<file path="src/rtl/booth_mul_seq.sv">
// booth_mul_seq -- iterative radix-2 Booth multiplier.
//
// Performs one Booth recoding step per clock over WIDTH+1 steps. Operands
// are extended to WIDTH+1 bits (sign- or zero-extended by sgn), so a single
// signed datapath handles both signed and unsigned multiplication.
//
// Ports:
//   clk    rising-edge clock
//   rst    asynchronous, active-high reset
//   start  request; sampled only in IDLE or DONE
//   sgn    1 = two's-complement operands, 0 = unsigned (captured with start)
//   a, b   multiplicand / multiplier (captured with start)
//   busy   high while an operation is running
//   done   one-cycle pulse when p holds a new result
//   p      2*WIDTH-bit product, held until the next completion
module booth_mul_seq #(
  parameter int WIDTH = 8
) (
  input  logic                 clk,
  input  logic                 rst,
  input  logic                 start,
  input  logic                 sgn,
  input  logic [WIDTH-1:0]     a,
  input  logic [WIDTH-1:0]     b,
  output logic                 busy,
  output logic                 done,
  output logic [2*WIDTH-1:0]   p
);

  localparam int CNT_W = $clog2(WIDTH + 2);

  typedef enum logic [1:0] {IDLE, RUN, DONE} state_t;

  state_t                  state;
  logic signed [WIDTH:0]   m;      // extended multiplicand
  logic signed [WIDTH+1:0] acc;    // one guard bit so A - M never overflows
  logic        [WIDTH:0]   q;      // extended multiplier, shifts out LSB-first
  logic                    q_m1;   // Q(-1)
  logic        [CNT_W-1:0] cnt;    // Booth steps remaining

  logic signed [WIDTH+1:0] m_wide;
  logic signed [WIDTH+1:0] sum;
  logic signed [WIDTH+1:0] acc_nxt;
  logic        [WIDTH:0]   q_nxt;

  // Extend an operand by one bit: the new MSB copies the sign only in
  // signed mode, which lets unsigned values run through the signed datapath.
  function automatic logic [WIDTH:0] extend(input logic [WIDTH-1:0] v,
                                            input logic             s);
    return {s & v[WIDTH-1], v};
  endfunction

  // One Booth step: add/subtract M per {Q[0], Q(-1)}, then arithmetic
  // right shift of {A, Q, Q(-1)}.
  always_comb begin
    m_wide = {m[WIDTH], m};
    sum    = acc;
    case ({q[0], q_m1})
      2'b01:   sum = acc + m_wide;
      2'b10:   sum = acc - m_wide;
      default: sum = acc;
    endcase
    acc_nxt = {sum[WIDTH+1], sum[WIDTH+1:1]};
    q_nxt   = {sum[0], q[WIDTH:1]};
  end

  always_ff @(posedge clk or posedge rst) begin
    if (rst) begin
      state <= IDLE;
      busy  <= 1'b0;
      done  <= 1'b0;
      p     <= '0;
      m     <= '0;
      acc   <= '0;
      q     <= '0;
      q_m1  <= 1'b0;
      cnt   <= '0;
    end else begin
      case (state)
        IDLE, DONE: begin
          done <= 1'b0;
          if (start) begin
            m     <= extend(a, sgn);
            q     <= extend(b, sgn);
            acc   <= '0;
            q_m1  <= 1'b0;
            cnt   <= CNT_W'(WIDTH + 1);
            busy  <= 1'b1;
            state <= RUN;
          end else begin
            state <= IDLE;
          end
        end
        RUN: begin
          acc  <= acc_nxt;
          q    <= q_nxt;
          q_m1 <= q[0];
          cnt  <= cnt - CNT_W'(1);
          // Last step: the low 2*WIDTH bits of {A, Q} are the product in
          // both modes (the unsigned product always fits in 2*WIDTH bits).
          if (cnt == CNT_W'(1)) begin
            p     <= {acc_nxt[WIDTH-2:0], q_nxt};
            done  <= 1'b1;
            busy  <= 1'b0;
            state <= DONE;
          end
        end
        default: begin
          busy  <= 1'b0;
          done  <= 1'b0;
          state <= IDLE;
        end
      endcase
    end
  end

endmodule

</file>
<file path="config.mk">
export PLATFORM = sky130hd
export DESIGN_NAME = booth_mul_seq
export DESIGN_NICKNAME = d
export VERILOG_FILES = /design/src/rtl/booth_mul_seq.sv
export SDC_FILE = /design/constraint.sdc
export NUM_CORES = 1
export LEC_CHECK = 0
export ABC_AREA = 1
export BUFFER_PORTS_ARGS = -buffer_cell sky130_fd_sc_hd__buf_2
export CORE_MARGIN = 5
export CORE_UTILIZATION = 25
export CTS_CLUSTER_DIAMETER = 200
export DETAILED_ROUTE_END_ITERATION = 12
export SETUP_SLACK_MARGIN = 0.1
export SLEW_MARGIN = 10
export SYNTH_ARGS = -nofsm -noshare
export SYNTH_HDL_FRONTEND = slang
export SYNTH_SLANG_ARGS = --single-unit
</file>
<file path="constraint.sdc">
create_clock -name clk -period 3 [get_ports clk]
set_input_delay 0.3 -clock clk [delete_from_list [all_inputs] [get_ports clk]]
set_output_delay 0.3 -clock clk [all_outputs]
set_load 0.02 [all_outputs]
</file>
==> impl_metrics.toml, run 1 <==
[global_route]
grt_pass1_wl_mm = 11.4
grt-ovfl-total = 0
grt_pass1_vias = 2396
antenna_found_initial = 0
track_usage = 0.105
grt_max_degree = 36

[cts]
numCtsBuffers = 5
clk_latency_ns = 0.29
cts_root_buffer = "clkbuf_16"
cts_buffer_depth = 2
cts_sinks = 51
cts_tree = "built"
cts_setup_buffers = 0
cts_max_level = 2
clk_pin_slew_worst_paths_ns = 0.07

[critical_path]
path_max_fanout = 4
worst-endpoint-required_ns = 3.18
startpoint = "m[0]"
slowest_stage = "dfrtp_1"
worstRegToRegCells = 17
r2r_slack_ns = 0.43
cp-end-kind = "register"
crit_type = "register to register"
startpoint_type = "register"
crit_chain = "inv_1, ha_1, inv_1, nor2_1, nand2_1, o21ai_0, xor2_1, inv_1, ha_1, nand2_1, inv_1, a21oi_1, nand2_1, nor2_1, nand3_1, nand3_1, nand2_1"
crit_end = "acc[8]"
reg2reg_from = "m[0]"
cp.arrival_ns = 2.75
critPathMaxStageDelay_ns = 0.38
reg2reg_to = "acc[8]"

[logic_synthesis]
synth_fp_nets = 388
synth_seq_area_share = 0.454
yosysUniqueCellTypes = 35
synthArstFlopShare = 1.00
syn_inst = 354
syn_area_sq_um = 2810
synth_edf_count = 0
yosys_most_used_dff = "dfrtp_1"
ys_ff_latch = 51
yosysWarningCount = 0
avgSynthCellArea_sq_um = 7.94

[timing]
finalCritPeriodShare = 0.856
skew_ns = 0.00903
rsz0062_at_grt = "false"
finalHoldViolCount = 0
slew_violations = 0
setup_ws_ns = 0.432
fmax_mhz = 389
slew_headroom = 0.682
finalSetupTns_ns = 0
worstMarginPinSlew_ns = 0.472
setup_viol = 0
timing.final.crit_period_ns = 2.57

[run_status]
outcome = "complete, no violations"

[finish]
area_growth_pct = 18.5
antenna_cells = 0
fin_nets = 428
most-common-layout-cells = "119 x nand2_1, 51 x dfrtp_1, 42 x inv_1"
final_area_sq_um = 3330
mostFrequentLayoutCell = "nand2_1"
drive_gt1_frac = 0.152
fin_util = 0.305

[placement]
portBuffers = 37
pre_cts_ws_ns = 0.421
gp_congestion = 0.913
postPlaceCellArea_sq_um = 3150
place.detailed.hpwl_mm = 5.13

[die]
chipHeight_um = 116
initial_utilization = 0.257
num_rows = 38
die_width_um = 116
dieArea_sq_um = 13500
ios = 38
core_sq_um = 10900

[routing]
route.detailed.drc = 0
ant_nets = 0
num_vias = 2391
drt_iter0_markers = 81
drt-vias-per-instance = 4.47
drt-pass1-iter-count = 4
wl_per_cell_um = 12.7
wl_mm = 6.79

[min_path]
holdCritPathClass = "primary input to register"

[job]
cap_viol_max_count = 0
## through the flow
stage / instances / hold slack, ns
CTS: 535 / 0.211
global route: 535 / 0.225
global placement: 526 / 0.294
floorplan: 354 / 0.417
detailed placement: 526 / 0.296
finish: 535 / 0.213
## cell usage after synthesis, types with 2 or more instances
| cell type | count | area (sq um) |
|---|---|---|
| nand2_1 | 119 | 447 |
| dfrtp_1 | 51 | 1280 |
| inv_1 | 43 | 161 |
| nand3_1 | 18 | 90.1 |
| o21ai_1 | 16 | 80.1 |
| nor2_1 | 15 | 56.3 |
| o21ai_0 | 14 | 70.1 |
| ha_1 | 13 | 163 |
| a21oi_1 | 8 | 40.0 |
| o221ai_1 | 7 | 61.3 |
| o22ai_1 | 6 | 37.5 |
| xor2_1 | 6 | 52.6 |
| inv_2 | 5 | 18.8 |
| clkbuf_1 | 4 | 15.0 |
| o211ai_1 | 4 | 30.0 |
| nand3b_1 | 3 | 22.5 |
| clkinv_1 | 2 | 7.51 |
| inv_4 | 2 | 12.5 |
| or2_1 | 2 | 12.5 |
## state kept, by name, indices dropped and copies added, names as in the netlist
| register | count |
|---|---|
| p | 16 |
| acc | 9 |
| m | 9 |
| q | 9 |
| cnt | 4 |
| state | 2 |
| busy | 1 |
| q_m1 | 1 |
## layout make-up
type / instances / area [sq um]
repair buffers: 40 / 210
flip-flops and latches: 51 / 1280
well taps: 140 / 175
fillers: 1167 / 7600
clock buffers: 5 / 125
inverters: 52 / 200
clock inverters: 3 / 43.8
multi-input cells: 244 / 1300
## worst min path at each step
stage	startpoint	endpoint	slack, ns	depth (start not counted)
floorplan	a[2]	m[2]	0.42	2
detailed placement	rst	p[5]	0.30	2
finish	a[4]	m[4]	0.21	3
global route	b[2]	q[2]	0.22	3
CTS	a[4]	m[4]	0.21	3
global placement	rst	p[5]	0.29	2
## worst max-delay path: cells and delay by family, from the launching register on
| family | cells | cell delay [ns] |
|---|---|---|
| compound gates | 2 | 0.34 |
| fa+ha+maj | 2 | 0.47 |
| xor+xnor | 1 | 0.19 |
| buf+inv | 4 | 0.26 |
| flops | 1 | 0.38 |
| simple gates | 8 | 0.82 |
## metal layers
layer	share of wire	wire (um)	vias to the layer above	track usage
met3	0.028	189	8	0.0209
met2	0.44	3010	46	0.166
met4	0.012	80	0	0.0325
met5	0	0	-	0
li1	-	-	1219	-
met1	0.52	3510	1118	0.146
## logic make-up after synthesis
logic type      Yosys count  synth area share
buf+inv                  59            0.0850
xor+xnor                  7            0.0218
simple gates            162             0.241
fa+ha+maj                14            0.0650
flops                    51             0.454
compound gates           61             0.133
## what timing repair did
action                                 in CTS  in global routing
endpoints found under the hold margin      16                  0
resized for setup                           0                  1
hold buffers                                1                  0
setup endpoints to repair                   0                  3
Power of run 1 is not shown: default switching activity piles up to over one toggle a cycle in this logic, so the estimate is an artifact.
==> run 2, diff against run 1 <==
ABC_AREA = 0   (was 1)
==> run 2 against run 1 <==
  * First-iteration DRC count shrank 12%
  * Final cell count shrank 14%
  * Clock skew grew 0.0016 ns
  * Clock-buffer cell count grew 1
  * Final area shrank 6.2%
  * Highest routed layer unchanged
==> impl_metrics.toml, run 2 <==
[run_status]
outcome = "complete, no violations"

[timing]
worstMarginPinSlew_ns = 0.660
skew_ns = 0.0106
finalCritPeriodShare = 0.901
slew_violations = 0
rsz0062_at_grt = "false"
slew_headroom = 0.560
timing.final.crit_period_ns = 2.70
fmax_mhz = 370
setup_ws_ns = 0.297
finalSetupTns_ns = 0
setup_viol = 0
finalHoldViolCount = 0

[global_route]
grt_pass1_vias = 2208
track_usage = 0.105
grt_pass1_wl_mm = 11.0
antenna_found_initial = 0
grt_max_degree = 31
grt-ovfl-total = 0

[placement]
place.detailed.hpwl_mm = 4.60
portBuffers = 37
gp_congestion = 0.867
pre_cts_ws_ns = 0.260

[cts]
cts_tree = "built"
cts_sinks = 51
cts_buffer_depth = 2
cts_root_buffer = "clkbuf_8"
cts_max_level = 2
hold_buffers = 0
clk_pin_slew_worst_paths_ns = 0.10
numCtsBuffers = 5
clk_latency_ns = 0.31

[die]
dieArea_sq_um = 12900
initial_utilization = 0.258
ios = 38
num_rows = 37
die_width_um = 114
chipHeight_um = 114
core_sq_um = 10400

[critical_path]
cp.arrival_ns = 2.93
path_max_fanout = 4
cp-end-kind = "register"
worst-endpoint-required_ns = 3.23
startpoint_type = "register"
crit_type = "register to register"

[logic_synthesis]
synth_edf_count = 0
syn_inst = 288
synth_fp_nets = 322
yosysUniqueCellTypes = 43
synth_common_cells = "78 x nand2_1, 51 x dfrtp_1, 14 x inv_1"
syn_area_sq_um = 2680
yosys.area.top_type = "dfrtp_1"
synth_seq_area_share = 0.476
synth_area_leaders = "dfrtp_1 48%, nand2_1 11%, ha_1 6.1%"
yosys_most_used_dff = "dfrtp_1"
synth_top_area_frac = 0.476
yosysWarningCount = 0
synthArstFlopShare = 1.00
avgSynthCellArea_sq_um = 9.32
ys_ff_latch = 51
yosysMostFrequentCell = "nand2_1"

[job]
cap_viol_max_count = 0

[finish]
antenna_cells = 0
most-common-layout-cells = "78 x nand2_1, 50 x dfrtp_1, 37 x buf_2"
fin_util = 0.300
fin_nets = 359
drive_gt1_frac = 0.206
largest_register = "p"
mostFrequentLayoutCell = "nand2_1"
largest_reg_flops = 16
area_growth_pct = 16.4

[routing]
num_vias = 2090
ant_nets = 0
wl_mm = 6.32
drt_iter0_markers = 71
drt-pass1-iter-count = 4
wl_per_cell_um = 13.7
route.detailed.drc = 0
drt-vias-per-instance = 4.52

[min_path]
holdCritPathClass = "primary input to async pin"
==> run 2: cell count changes after synthesis, sizes merged, moves of 5 or more <==
| cell | delta |
|---|---|
| nand2 | -41 |
| inv | -35 |
| o21ai | -14 |
| nand3 | -13 |
| xnor2 | +9 |
| a22oi | +7 |
| nor3 | +7 |
| o221ai | -7 |
| nor2 | -6 |
| o22ai | -6 |
| a22o | +5 |
==> run 2: final timing paths <==
check / start / to / slack, ns / cells past startpoint
min in group clk: a[5] / m[5] / 0.18 / 3
worst min register to register: p[5] / p[5] / 0.48 / 2
worst max-delay path: m[0] / acc[8] / 0.30 / 13
worst min-delay path: rst / p[9] / 0.07 / 2
worst max register to register: m[0] / acc[8] / 0.30 / 13
max in group asynchronous: rst / acc[5] / 2.18 / 3
==> run 2: routing by layer <==
layer / track usage / vias to the layer above / share of wire
li1: - / 1050 / -
met1: 0.141 / 1000 / 0.49
met2: 0.169 / 32 / 0.46
met3: 0.0202 / 8 / 0.026
met4: 0.0345 / 0 / 0.019
met5: 0 / - / 0
==> run 2: repair_timing <==
action,CTS,global route
endpoints found under the setup margin,0,1
gates resized for setup,0,2
buffers inserted,0,1
==> run 2: final cells by class <==
class	count	area, sq um
Tap cell	136	170
Inverter	15	56.3
Multi-Input combinational cell	209	1290
Timing Repair Buffer	43	230
Clock buffer	6	82.6
Fill cell	1124	7290
Clock inverter	2	16.3
Sequential cell	51	1280
==> run 2: logic make-up (layout without fill, tap and decap cells) <==
family                   after synthesis  after routing  synth area share
XOR/XNOR                              15             15            0.0489
multiplexers                           7              7            0.0280
buffers and inverters                 28             66            0.0457
AND/OR/NAND/NOR                      115            115             0.190
flip-flops                            51             51             0.476
adder cells (fa/ha/maj)               14             14            0.0681
AO/OA/AOI/OAI                         58             58             0.144
==> run 2: critical path, cell delays in order (launching register included) <==
cell	delay [ns]
dfrtp_2	0.46
inv_1	0.09
ha_1	0.19
nand2_1	0.09
nor3_1	0.14
nor2_1	0.07
xnor2_1	0.22
ha_1	0.32
o21ai_2	0.18
nand2b_4	0.08
a31o_1	0.22
a41oi_2	0.16
mux2i_1	0.23
mux2i_1	0.19
==> run 2: metrics by stage <==
step,hold slack (ns),area (sq um),instances
floorplan,0.405,2680,288
global placement,0.425,3010,453
detailed placement,0.434,3010,453
CTS,0.0919,3110,461
global route,0.136,3120,462
finish,0.0650,3120,462
Power of run 2 is left out for the same reason.
==> run 3, diff against run 2 <==
==> constraint.sdc (replaced) <==
create_clock -name clk -period 3 [get_ports clk]
set_input_delay 0 -clock clk [delete_from_list [all_inputs] [get_ports clk]]
set_output_delay 0 -clock clk [all_outputs]
set_load 0.02 [all_outputs]
==> run 3 against run 2 <==
  * Core utilization is 2.0 points higher
  * Critical path depth is 3 lower
  * Die area stayed put
  * Sequential cell count stayed put
  * Via count is 4.6% higher
  * Final cell count is 4.1% higher
  * Register-to-register slack hardly changed
  * Final area is 6.6% higher
  * Non-clock buffer count is 19 higher
  * Critical path type unchanged
  * Critical endpoint unchanged
  * Highest routed layer unchanged
==> impl_metrics.toml, run 3 (synthesis results as in run 2) <==
[global_route]
grt_pass1_vias = 2315
grt_max_degree = 34
track_usage = 0.105
grt-ovfl-total = 0
antenna_found_initial = 0
grt_pass1_wl_mm = 11.0

[pwr]
p_sw_mw = 2.09
power_density_nw_per_um2 = 1370
switching_share = 0.459
pwr-share-comb = 0.606
p_leak_nw = 1.61
p_seq_frac = 0.284
ir_drop_mv = 0.412
internal_power_mw = 2.46
clkPwrFrac = 0.110

[critical_path]
worst-endpoint-required_ns = 3.24
cp.arrival_ns = 2.93
startpoint_type = "register"
path_max_fanout = 4
cp-end-kind = "register"
crit_type = "register to register"

[finish]
antenna_cells = 0
most-common-layout-cells = "78 x nand2_1, 50 x dfrtp_1, 37 x buf_2"
fin_nets = 378
mostFrequentLayoutCell = "nand2_1"
largest_reg_flops = 16
area_growth_pct = 24.1
drive_gt1_frac = 0.194
fillers = 1072
largest_register = "p"

[routing]
wl_per_cell_um = 13.3
wl_met3_um = 230
top_layer = "met4"
ant_nets = 0
met2_length_mm = 3.04
drt-vias-per-instance = 4.55
drt_iter0_markers = 112
route.detailed.drc = 0
num_vias = 2187
wl_met1_mm = 3.04
wl_mm = 6.41
drt-pass1-iter-count = 4

[timing]
slew_headroom = 0.539
finalSetupTns_ns = 0
skew_ns = 0.0129
setup_viol = 0
rsz0062_at_grt = "false"
fmax_mhz = 372
whs_ns = 0.332
finalHoldViolCount = 0
worstMarginPinSlew_ns = 0.690
slew_violations = 0
timing.final.crit_period_ns = 2.69
finalCritPeriodShare = 0.897

[run_status]
outcome = "complete, no violations"

[die]
ios = 38
die_width_um = 114
initial_utilization = 0.258
core_sq_um = 10400
dieArea_sq_um = 12900
num_rows = 37
chipHeight_um = 114

[cts]
numCtsBuffers = 5
cts_max_level = 2
cts_sinks = 51
clk_latency_ns = 0.32
clk_pin_slew_worst_paths_ns = 0.10
cts_root_buffer = "clkbuf_8"
cts_buffer_depth = 2
cts_tree = "built"

[placement]
gp_congestion = 0.859
portBuffers = 37
place.detailed.hpwl_mm = 4.57

[job]
cap_viol_max_count = 0

[min_path]
holdCritPathClass = "primary input to async pin"
## run 3: cell types whose count changed in the layout (fill, tap and decap cells not counted), sizes merged
cell	previous run	this run
bufinv	0	1
clkinv	1	0
inv	15	16
dlygate4sd3	0	19
clkbuf	6	5
## run 3: power groups by stage
stage          sequential [mW]  clock [mW]  combinational [mW]
2_1_floorplan             1.37           0                2.00
3_3_place_gp              1.30           0                2.62
3_5_place_dp              1.30           0                2.68
4_1_cts                   1.29       0.514                2.71
5_1_grt                   1.33       0.543                3.07
6_report                  1.29       0.500                2.76
## run 3: timing repair
item / in CTS / in global routing
hold endpoints to repair: 51 / 0
gates resized for setup: 0 / 2
buffers inserted: 0 / 1
setup endpoints to repair: 0 / 1
hold buffers: 19 / 0
## run 3: per-stage QoR
stage	power, mW	worst slack [ns]	cell area (sq um)	cells	util
3_3_place_gp	3.92	0.288	3010	453	0.289
4_1_cts	4.51	0.234	3320	480	0.319
5_1_grt	4.95	0.107	3330	481	0.320
6_report	4.55	0.310	3330	481	0.320
3_5_place_dp	3.98	0.251	3010	453	0.289
2_1_floorplan	3.36	0.423	2680	288	-
## run 3: final cells by class
type                       count  area [sq um]  share of cell area
multi-input combinational    209          1290               0.388
inverter                      15          56.3              0.0169
sequential                    51          1280               0.384
timing repair buffer          62           420               0.126
tap                          136           170              0.0511
clock buffer                   5          68.8              0.0207
clock inverter                 3          46.3              0.0139
## run 3: path summary, 6_finish.rpt
| path | start | to | slack, ns | cells after the start |
|---|---|---|---|---|
| worst max-delay path | m[2] | acc[8] | 0.31 | 10 |
| max in group asynchronous | rst | m[7] | 1.95 | 4 |
| worst min-delay path | rst | q[2] | 0.33 | 3 |
| worst min register to register | p[5] | p[5] | 0.49 | 2 |
| worst max register to register | m[2] | acc[8] | 0.31 | 10 |
| min in group clk | a[6] | m[6] | 0.42 | 4 |
## run 3: per-layer routing
metal / vias to the layer above / track usage
li1: 1084 / -
met1: 1051 / 0.132
met2: 44 / 0.176
met3: 8 / 0.0255
met4: 0 / 0.0345
met5: - / 0
## run 3: worst max-delay path: stages, from the launching register on
cell and delay (ns):
dfrtp_1 0.42, nor2_1 0.19, nor4b_2 0.36, nor2_1 0.09, xnor2_1 0.14, ha_1 0.22
or3_4 0.40, a31o_1 0.22, a41oi_2 0.16, mux2i_1 0.24, mux2i_1 0.19
Power figures use the tool's default switching activity.
